## src/rtl/ex_mem_stage.sv

```systemverilog
// EX/MEM pipeline register with valid/ready handshake and a forwarding tap.
// Define EX_MEM_SKID_EN to add a skid entry that gives a registered ready_o.
module ex_mem_stage #(
    parameter int DATA_WIDTH = 32,
    parameter int REG_ADDR_W = 5
) (
    input  logic                  clk,
    input  logic                  rst_n,
    input  logic                  flush_i,
    input  logic                  valid_i,
    output logic                  ready_o,
    input  logic [DATA_WIDTH-1:0] result_i,
    input  logic [DATA_WIDTH-1:0] store_data_i,
    input  logic [REG_ADDR_W-1:0] rd_i,
    input  logic [2:0]            ctrl_i,
    output logic                  valid_o,
    input  logic                  ready_i,
    output logic [DATA_WIDTH-1:0] result_o,
    output logic [DATA_WIDTH-1:0] store_data_o,
    output logic [REG_ADDR_W-1:0] rd_o,
    output logic [2:0]            ctrl_o,
    output logic                  fwd_en_o,
    output logic [REG_ADDR_W-1:0] fwd_rd_o,
    output logic [DATA_WIDTH-1:0] fwd_data_o
);

    typedef struct packed {
        logic [DATA_WIDTH-1:0] result;
        logic [DATA_WIDTH-1:0] store_data;
        logic [REG_ADDR_W-1:0] rd;
        logic [2:0]            ctrl;
    } entry_t;

    entry_t in_entry_s;
    entry_t out_r;
    entry_t out_nxt_s;
    logic   out_valid_r;
    logic   out_valid_nxt_s;
    logic   out_free_s;
    logic   accept_s;

    // Writes to x0 are architecturally dropped, so reg_write is cleared on capture.
    assign in_entry_s.result     = result_i;
    assign in_entry_s.store_data = store_data_i;
    assign in_entry_s.rd         = rd_i;
    assign in_entry_s.ctrl       = {ctrl_i[2] & (rd_i != {REG_ADDR_W{1'b0}}), ctrl_i[1:0]};

    assign out_free_s = ~out_valid_r | ready_i;

`ifdef EX_MEM_SKID_EN
    entry_t sk_r;
    entry_t sk_nxt_s;
    logic   sk_valid_r;
    logic   sk_valid_nxt_s;

    assign ready_o  = ~sk_valid_r;
    assign accept_s = valid_i & ~sk_valid_r & ~flush_i;

    // Next-state for OUT and SK; SK only fills while OUT is held by a stall.
    always_comb begin
        out_nxt_s       = out_r;
        out_valid_nxt_s = out_valid_r;
        sk_nxt_s        = sk_r;
        sk_valid_nxt_s  = sk_valid_r;
        if (flush_i) begin
            out_valid_nxt_s = 1'b0;
            sk_valid_nxt_s  = 1'b0;
        end else if (out_free_s) begin
            if (sk_valid_r) begin
                out_nxt_s       = sk_r;
                out_valid_nxt_s = 1'b1;
                sk_valid_nxt_s  = 1'b0;
            end else if (accept_s) begin
                out_nxt_s       = in_entry_s;
                out_valid_nxt_s = 1'b1;
            end else begin
                out_valid_nxt_s = 1'b0;
            end
        end else if (accept_s) begin
            sk_nxt_s       = in_entry_s;
            sk_valid_nxt_s = 1'b1;
        end else begin
            sk_valid_nxt_s = sk_valid_r;
        end
    end

    // Skid register state.
    always_ff @(posedge clk or negedge rst_n) begin
        if (!rst_n) begin
            sk_r       <= '0;
            sk_valid_r <= 1'b0;
        end else begin
            sk_r       <= sk_nxt_s;
            sk_valid_r <= sk_valid_nxt_s;
        end
    end
`else
    assign ready_o  = out_free_s;
    assign accept_s = valid_i & out_free_s & ~flush_i;

    // Next-state for the single OUT entry.
    always_comb begin
        out_nxt_s       = out_r;
        out_valid_nxt_s = out_valid_r;
        if (flush_i) begin
            out_valid_nxt_s = 1'b0;
        end else if (accept_s) begin
            out_nxt_s       = in_entry_s;
            out_valid_nxt_s = 1'b1;
        end else if (ready_i) begin
            out_valid_nxt_s = 1'b0;
        end else begin
            out_valid_nxt_s = out_valid_r;
        end
    end
`endif

    // Output register state.
    always_ff @(posedge clk or negedge rst_n) begin
        if (!rst_n) begin
            out_r       <= '0;
            out_valid_r <= 1'b0;
        end else begin
            out_r       <= out_nxt_s;
            out_valid_r <= out_valid_nxt_s;
        end
    end

    assign valid_o      = out_valid_r;
    assign result_o     = out_r.result;
    assign store_data_o = out_r.store_data;
    assign rd_o         = out_r.rd;
    assign ctrl_o       = out_r.ctrl;
    assign fwd_en_o     = out_valid_r & out_r.ctrl[2];
    assign fwd_rd_o     = out_r.rd;
    assign fwd_data_o   = out_r.result;

endmodule

```

## config.mk

```make
export PLATFORM = sky130hd
export DESIGN_NAME = ex_mem_stage
export DESIGN_NICKNAME = d
export VERILOG_FILES = /design/src/rtl/ex_mem_stage.sv
export SDC_FILE = /design/constraint.sdc
export NUM_CORES = 1
export LEC_CHECK = 0
export CORE_UTILIZATION = 29
export DETAILED_ROUTE_END_ITERATION = 6
export PLACE_DENSITY = 0.75
export SLEW_MARGIN = 10
export SYNTH_ARGS = -nofsm -noshare
export SYNTH_HDL_FRONTEND = slang
export SYNTH_SLANG_ARGS = --single-unit
```

## constraint.sdc

```tcl
create_clock -name clk -period 1.38 [get_ports clk]
set_input_delay 0.276 -clock clk [delete_from_list [all_inputs] [get_ports clk]]
set_output_delay 0.276 -clock clk [all_outputs]
set_load 0.1 [all_outputs]
```

### Word level (Yosys, flattened, before mapping)

Index checks and enable logic that the tools add are counted.

* bits in registers: 73
* input port bits: 77
* output and inout port bits: 112
* logic and storage cells: 18

* muxes and demuxes: 3
* bitwise logic cells: 7
* reductions and logical operators: 3

Operators with widths (number)
* $reduce_bool A5 Y1: 1
* $and A1 B1 Y1: 4
* $mux W1: 3
* $reduce_bool A3 Y1: 1
* $not A1 Y1: 2
* $reduce_and A2 Y1: 1
* $or A1 B1 Y1: 1

### Depth between registers and ports, before layout

Gate-level depths: netlist of run 1.

* depth after elaboration: 6
* gate-level depth with buffers: 5
* mapped depth without buffers: 3

### Worst setup path before layout of run 1

Ideal clock, no wire load.

* path type: flip-flop to flip-flop
* from: register out_valid_r (netlist: valid_o)
* to: register out_r (netlist bit fwd_data_o[0])
* library setup time: 126 ps
* arrival time: 1866 ps
* data required time: 1254 ps
* path slack: -612 ps
* stages on the path, launching flop included: 6
* buffers on the path: 2
* clock period less this slack: 1992 ps
* cells stage by stage: dfrtp_1 nor2b_4 nor3b_2 buf_6 buf_12 mux2_4

* word-level cells in the longest chain between the ends: 5

RTL lines
* start: declaration: line 37 `logic out_valid_r;`
* start signal: assignment: line 125 `out_valid_r <= out_valid_nxt_s;`
* $not A1 Y1: line 48 `assign out_free_s = ~out_valid_r | ready_i;`
* $or A1 B1 Y1: line 48
* $and A1 B1 Y1 (2 in series): line 99 `assign accept_s = valid_i & out_free_s & ~flush_i;`
* $reduce_and A2 Y1 (no line)
* end signal: assignment: line 124 `out_r <= out_nxt_s;`
* end: declaration: line 35 `entry_t out_r;`

Every way passes these cells.
A chain may end at the register's enable or synchronous reset.

### Worst setup path after layout of run 1

* from: register out_valid_r (netlist: valid_o)
* to: register out_r (netlist bit fwd_data_o[16])

The elaborated chain is that of the path after synthesis.

==> results of run 1 <==
[timing repair]
item / 4_1_cts / 5_1_grt
endpoints found under the setup margin: 75 / 75
endpoints found under the hold margin: 4 / 0
resized for setup: 2 / 0
hold buffers: 1 / 0
gates cloned: 0 / 0
[metrics by stage]
step                setup WS (ns)  area, um^2  TNS (ns)
floorplan                  -0.350        3400    -31.32
global placement           -0.446        6360    -30.97
detailed placement         -0.500        6360    -34.16
CTS                        -0.244        6700    -15.47
global route               -0.277        6700    -17.73
finish                     -0.229        6700    -14.49
[Yosys cell counts]
master / instances
dfrtp_1: 73
mux2_4: 69
buf_4: 37
buf_12: 7
inv_1: 2
mux2_2: 2
nor2_1: 2
and2_2: 1
buf_6: 1
mux2i_1: 1
nor2b_4: 1
nor3b_2: 1
o21ai_0: 1
or4_1: 1
[layout make-up]
type                       count  share of cell area
sequential                    73               0.276
clock buffer                  11              0.0363
timing repair buffer         204               0.480
multi-input combinational     79               0.169
clock inverter                 5              0.0120
inverter                       2             0.00112
tap                          143              0.0267
[cells by family (layout without fill, tap and decap cells)]
logic type      after synthesis  count (layout)  share of synthesized area
flops                        73              73                      0.540
buf+inv                      47             222                      0.129
simple gates                  6               6                     0.0144
mux                          72              72                      0.316
compound gates                1               1                    0.00148
[sequential cells by signal (all words and copies together), names as in the netlist]
name and count:
fwd_rd_o 5, store_data_o 32, valid_o 1, ctrl_o 3
fwd_data_o 32
[per-layer routing]
| metal | track usage | vias to the layer above |
|---|---|---|
| li1 | - | 978 |
| met1 | 0.174 | 1095 |
| met2 | 0.246 | 117 |
| met3 | 0.0511 | 6 |
| met4 | 0.0571 | 0 |
| met5 | 0 | - |
[power groups by stage]
stage / Combinational, mW / Sequential (mW) / Clock, mW
detailed placement: 7.54 / 3.15 / 0
CTS: 7.55 / 3.12 / 2.58
floorplan: 2.39 / 5.46 / 0
finish: 7.51 / 3.11 / 2.51
global placement: 7.49 / 3.13 / 0
global route: 7.68 / 3.17 / 2.68
[worst reg2reg max path, delay by kind of cell, from the launching register on]
family	cells	cell delay, ns
buffers and inverters	2	0.36
flip-flops	1	0.47
AND/OR/NAND/NOR	2	0.34
multiplexers	1	0.31
[worst paths after layout]
path	startpoint	endpoint	slack [ns]
max	valid_o	fwd_data_o[16]	-0.23
min	rst_n	store_data_o[20]	0.54
max reg2reg	valid_o	fwd_data_o[16]	-0.23
min reg2reg	store_data_o[25]	store_data_o[25]	0.57
max in group asynchronous	rst_n	valid_o	0.44
min in group clk	ctrl_i[2]	ctrl_o[2]	0.54
[cells in the final DEF (no fill, tap or decap)]
cell type	n
clkinvlp_4	2
clkinv_2	1
nor3b_4	1
buf_12	119
or4_1	1
clkbuf_8	1
clkbuf_16	9
nor2_1	2
bufinv_16	2
buf_4	9
mux2i_1	1
dlygate4sd3_1	1
dfrtp_1	60
dfrtp_4	1
dfrtp_2	12
inv_1	1
clkbuf_1	1
nor2b_4	1
clkdlybuf4s50_1	75
mux2_2	2
inv_2	1
o21ai_0	1
and2_4	1
mux2_4	69
==> impl_metrics.csv, run 1 <==
group,metric,value,unit
cells_and_area,stdcell_count,517,
setup_path,cp.arrival,1.81,ns
setup_path,start_kind,"register",
sta,finalClockSkew,0.00688,ns
setup_path,end_kind,"register",
power_and_ir_drop,p_sw,6.14,mW
cells_and_area,multiInputGateArea,0.00113,mm^2
floorplanning,initial_core_util,0.297,
power_and_ir_drop,swShare,0.468,
sta,finalCriticalPeriod,1.61,ns
global_routing,track_usage,0.148,
cells_and_area,area_growth,97.7,%
floorplanning,die_w,110,um
floorplanning,die_h,110,um
clock_tree,clock_latency,0.33,ns
power_and_ir_drop,power,13.1,mW
power_and_ir_drop,leakage,2.99,nW
route,ant_nets,0,
power_and_ir_drop,p_comb_frac,0.572,
global_routing,antenna_found_initial,0,
clock_tree,cts_buffer_depth,2,
sta,period_share,1.17,
clock_tree,root_buffer,"clkbuf_16",
cells_and_area,seq_area,0.00185,mm^2
outcome,violations,"setup timing",
hold_path,hold_class,"primary input to asynchronous set/reset pin",
placed_design,dp_cells,500,
synth,avgSynthCellArea,17.0,um^2
setup_path,crit_top_cell,"buf_12",
synth,ys_ff_latch,73,
setup_path,crit_path_max_incr_delay,0.47,ns
sta,max_slew.worst_pin.slew,0.477,ns
run,drv_cap,0,
power_and_ir_drop,internal_power,6.99,mW
synth,synthTopCellsByArea,"dfrtp_1, mux2_4, buf_4, buf_12, mux2_2",
route,drt_iter0_drc,67,
route,vias,2196,
cells_and_area,antenna_cells,0,
global_routing,grt_remaining_overflow,0,
clock_tree,cts.sink_count,73,
power_and_ir_drop,clockPowerShare,0.191,
setup_path,reg2regPathDepth,5,
floorplanning,rows,39,
route,met3_length,706,um
cells_and_area,final_util,0.586,
power_and_ir_drop,powerDensity,1960,mW/mm^2
synth,syn-cell-area,0.00339,mm^2
sta,finalHoldViolCount,0,
clock_tree,clkSlewWorstSetupHoldPaths,0.06,ns
route,wl_met1,3300,um
sta,setup_viol,74,
route,wl_met2,4340,um
synth,synth_cell_types,14,
setup_path,path_max_fanout,12,
placed_design,port-buffer-count,188,
clock_tree,h-tree-depth,3,
sta,slew_viol_final,0,
setup_path,worstSetupPathDepth,5,
sta,max_slew_margin,0.682,
setup_path,critPathTopFamily,"flip-flops",
floorplanning,die_area,0.0121,mm^2
synth,yosysSeqAreaShare,0.540,
sta,max_freq,621,MHz
clock_tree,numCtsBuffers,9,
setup_path,cp_slowest_cell,"dfrtp_4",
cells_and_area,drive_above_1_share,0.618,
global_routing,grt_pass1_vias,2479,
global_routing,grt_pass1_wl,13100,um
setup_path,worst-path-buf-inv,2,
setup_path,required,1.58,ns
route,drc,0,
synth,yosys_warnings,0,
placed_design,dp_hpwl,6760,um
cells_and_area,fin_nets,446,
sta,holdWs,0.540,ns
route,wl,8440,um
route,top_layer_used,"met4",
floorplanning,core-area,0.0114,mm^2
route,vias_per_cell,4.25,
sta,timing.final.ws_setup,-0.229,ns
synth,synth_cells,199,
global_routing,grt_start_max_net_pins,38,
cells_and_area,num-fill-cells,894,
route,firstDrtPassIters,4,
clock_tree,postCtsSetupRepairBufs,0,
synth,yosys.area.top_type,"dfrtp_1",
synth,yosysTopAreaCellShare,0.540,
setup_path,path_cells,"nor2b_4 > nor3b_4 > buf_12 > buf_12 > mux2_4",
route,post_drt_wl_per_cell,16.3,um
clock_tree,cts_tree,"yes",
power_and_ir_drop,peakVddDrop,1200,uV
setup_path,crit_type,"register to register",
power_and_ir_drop,seqPwrFrac,0.237,
placed_design,routabilityCongestion,0.692,
sta,rsz0062_at_grt,"yes",
floorplanning,io-pin-count,189,
outcome,status,"complete, but fails checks",
synth,syn_nets,276,
Note: power is estimated with default switching activity, not from simulation.
==> inputs of run 2 (changes only) <==
--- a/config.mk
+++ b/config.mk
@@ -6,6 +6,7 @@
 export NUM_CORES = 1
 export LEC_CHECK = 0
 export CORE_UTILIZATION = 29
+export CTS_CLUSTER_SIZE = 40
 export DETAILED_ROUTE_END_ITERATION = 6
 export PLACE_DENSITY = 0.75
 export SLEW_MARGIN = 10
==> results of run 2 <==
Same layout as run 1: the final DEF is identical, and so are final timing and power.
==> inputs of run 3 (changes only) <==
--- a/config.mk
+++ b/config.mk
@@ -8,7 +8,8 @@
 export CORE_UTILIZATION = 29
 export CTS_CLUSTER_SIZE = 40
 export DETAILED_ROUTE_END_ITERATION = 6
-export PLACE_DENSITY = 0.75
+export PLACE_DENSITY = 0.72
+export SKIP_LAST_GASP = 1
 export SLEW_MARGIN = 10
 export SYNTH_ARGS = -nofsm -noshare
 export SYNTH_HDL_FRONTEND = slang
==> constraint.sdc (replaced) <==
create_clock -name clk -period 1.8 [get_ports clk]
set_input_delay 0.36 -clock clk [delete_from_list [all_inputs] [get_ports clk]]
set_output_delay 0.36 -clock clk [all_outputs]
set_load 0.1 [all_outputs]
==> impl_metrics.csv, run 3 (synthesized netlist as in run 1, its figures left out) <==
group,metric,value,unit
power_and_ir_drop,leakage,3.03,nW
route,ant_nets,0,
sta,finalCriticalPeriod,1.68,ns
route,vias_per_cell,4.21,
setup_path,cp_slowest_cell,"clkdlybuf4s50_1",
clock_tree,numCtsBuffers,9,
setup_path,worst-path-buf-inv,4,
setup_path,r2r_end,"fwd_data_o[29]",
clock_tree,clock_latency,0.32,ns
route,drt_iter0_drc,78,
sta,rsz0062_at_grt,"no",
run,drv_cap,0,
placed_design,routabilityCongestion,0.696,
sta,max_slew_margin,0.694,
sta,finalClockSkew,0.00419,ns
floorplanning,initial_core_util,0.297,
sta,holdWs,-0.0146,ns
sta,slew_viol_final,0,
setup_path,required,1.44,ns
placed_design,port-buffer-count,188,
setup_path,critPathTopFamily,"buffers and inverters",
setup_path,path_cells,"clkdlybuf4s50_1 > nor2b_4 > buf_4 > inv_1 > buf_12",
placed_design,dp_hpwl,6630,um
power_and_ir_drop,peakVddDrop,882,uV
global_routing,grt_pass1_wl,13200,um
global_routing,grt_start_max_net_pins,41,
sta,max_slew.worst_pin.slew,0.460,ns
hold_path,hold_class,"primary input to asynchronous set/reset pin",
setup_path,rr_startpoint,"valid_o",
cells_and_area,final_common_cell,"buf_12",
setup_path,path_max_fanout,2,
placed_design,dp_slack,-0.157,ns
clock_tree,root_buffer,"clkbuf_16",
clock_tree,cts.sink_count,73,
sta,timing.final.ws_setup,0.118,ns
setup_path,end_kind,"primary output",
clock_tree,clkSlewWorstSetupHoldPaths,0.05,ns
setup_path,reg2regPathDepth,5,
setup_path,crit_type,"primary input to primary output",
global_routing,grt_remaining_overflow,0,
global_routing,grt_pass1_vias,2491,
setup_path,worstSetupPathDepth,5,
floorplanning,core-area,0.0114,mm^2
global_routing,antenna_found_initial,0,
clock_tree,h-tree-depth,3,
clock_tree,cts_buffer_depth,2,
setup_path,worst-r2r-setup-slack,0.22,ns
clock_tree,cts_hold_repair.buffers,0,
floorplanning,die_h,110,um
clock_tree,cts_resized,0,
route,wl,8360,um
outcome,violations,"hold timing",
setup_path,cp.arrival,1.32,ns
floorplanning,die_area,0.0121,mm^2
sta,max_freq,594,MHz
setup_path,crit_path_max_incr_delay,0.50,ns
clock_tree,postCtsSetupRepairBufs,0,
floorplanning,die_w,110,um
cells_and_area,fin_nets,455,
setup_path,crit_path_start,"ready_i",
cells_and_area,area_growth,96.3,%
outcome,status,"complete, but fails checks",
setup_path,worstSetupEndpoint,"ready_o",
route,post_drt_wl_per_cell,15.9,um
power_and_ir_drop,powerDensity,1470,mW/mm^2
cells_and_area,antenna_cells,0,
route,drc,0,
cells_and_area,drive_above_1_share,0.595,
floorplanning,io-pin-count,189,
route,vias,2212,
sta,setup_tns,0,ns
sta,finalHoldViolCount,24,
sta,period_share,0.935,
sta,setup_viol,0,
floorplanning,rows,39,
setup_path,start_kind,"primary input",
global_routing,track_usage,0.148,
clock_tree,cts_tree,"yes",
route,firstDrtPassIters,4,
cells_and_area,most-common-layout-cells,"buf_12, clkdlybuf4s50_1, dfrtp_1, mux2_4, buf_4",
-- run 3: through the flow --
step / cell area, um^2 / util / instances / power (mW)
floorplan: 3390 / - / 199 / 6.01
global placement: 6370 / 0.558 / 510 / 8.13
detailed placement: 6370 / 0.558 / 510 / 8.17
CTS: 6650 / 0.582 / 526 / 9.84
global route: 6650 / 0.582 / 526 / 10.1
finish: 6650 / 0.582 / 526 / 9.75
-- run 3: how the worst min path moves through the flow --
stage                     startpoint              end  slack [ns]  cells past startpoint
after floorplan                rst_n        ctrl_o[0]        0.06                      0
after global placement         rst_n   fwd_data_o[16]        0.33                      1
after detailed placement       rst_n   fwd_data_o[11]        0.35                      1
after CTS                      rst_n    fwd_data_o[0]     0.00004                      1
after global routing           rst_n   fwd_data_o[15]        0.02                      1
final                          rst_n  store_data_o[3]       -0.01                      1
-- run 3: metal layers --
metal | GRT usage | up-vias | part of all wire
met1 | 0.186 | 1087 | 0.40
met3 | 0.0553 | 11 | 0.086
met2 | 0.234 | 115 | 0.49
met5 | 0 | - | 0
li1 | - | 999 | -
met4 | 0.0486 | 0 | 0.016
-- run 3: cell type report --
cell class / count / area (um^2)
Tap cell: 143 / 179
Fill cell: 874 / 4770
Timing Repair Buffer: 213 / 3230
Sequential cell: 73 / 1830
Multi-Input combinational cell: 79 / 1130
Clock buffer: 13 / 260
Inverter: 2 / 7.51
Clock inverter: 3 / 15.0
-- run 3: power breakdown --
group	internal [mW]	switching (mW)
registers	1.92	0.457
logic	2.17	3.57
clock network	1.00	0.623
total	5.09	4.65
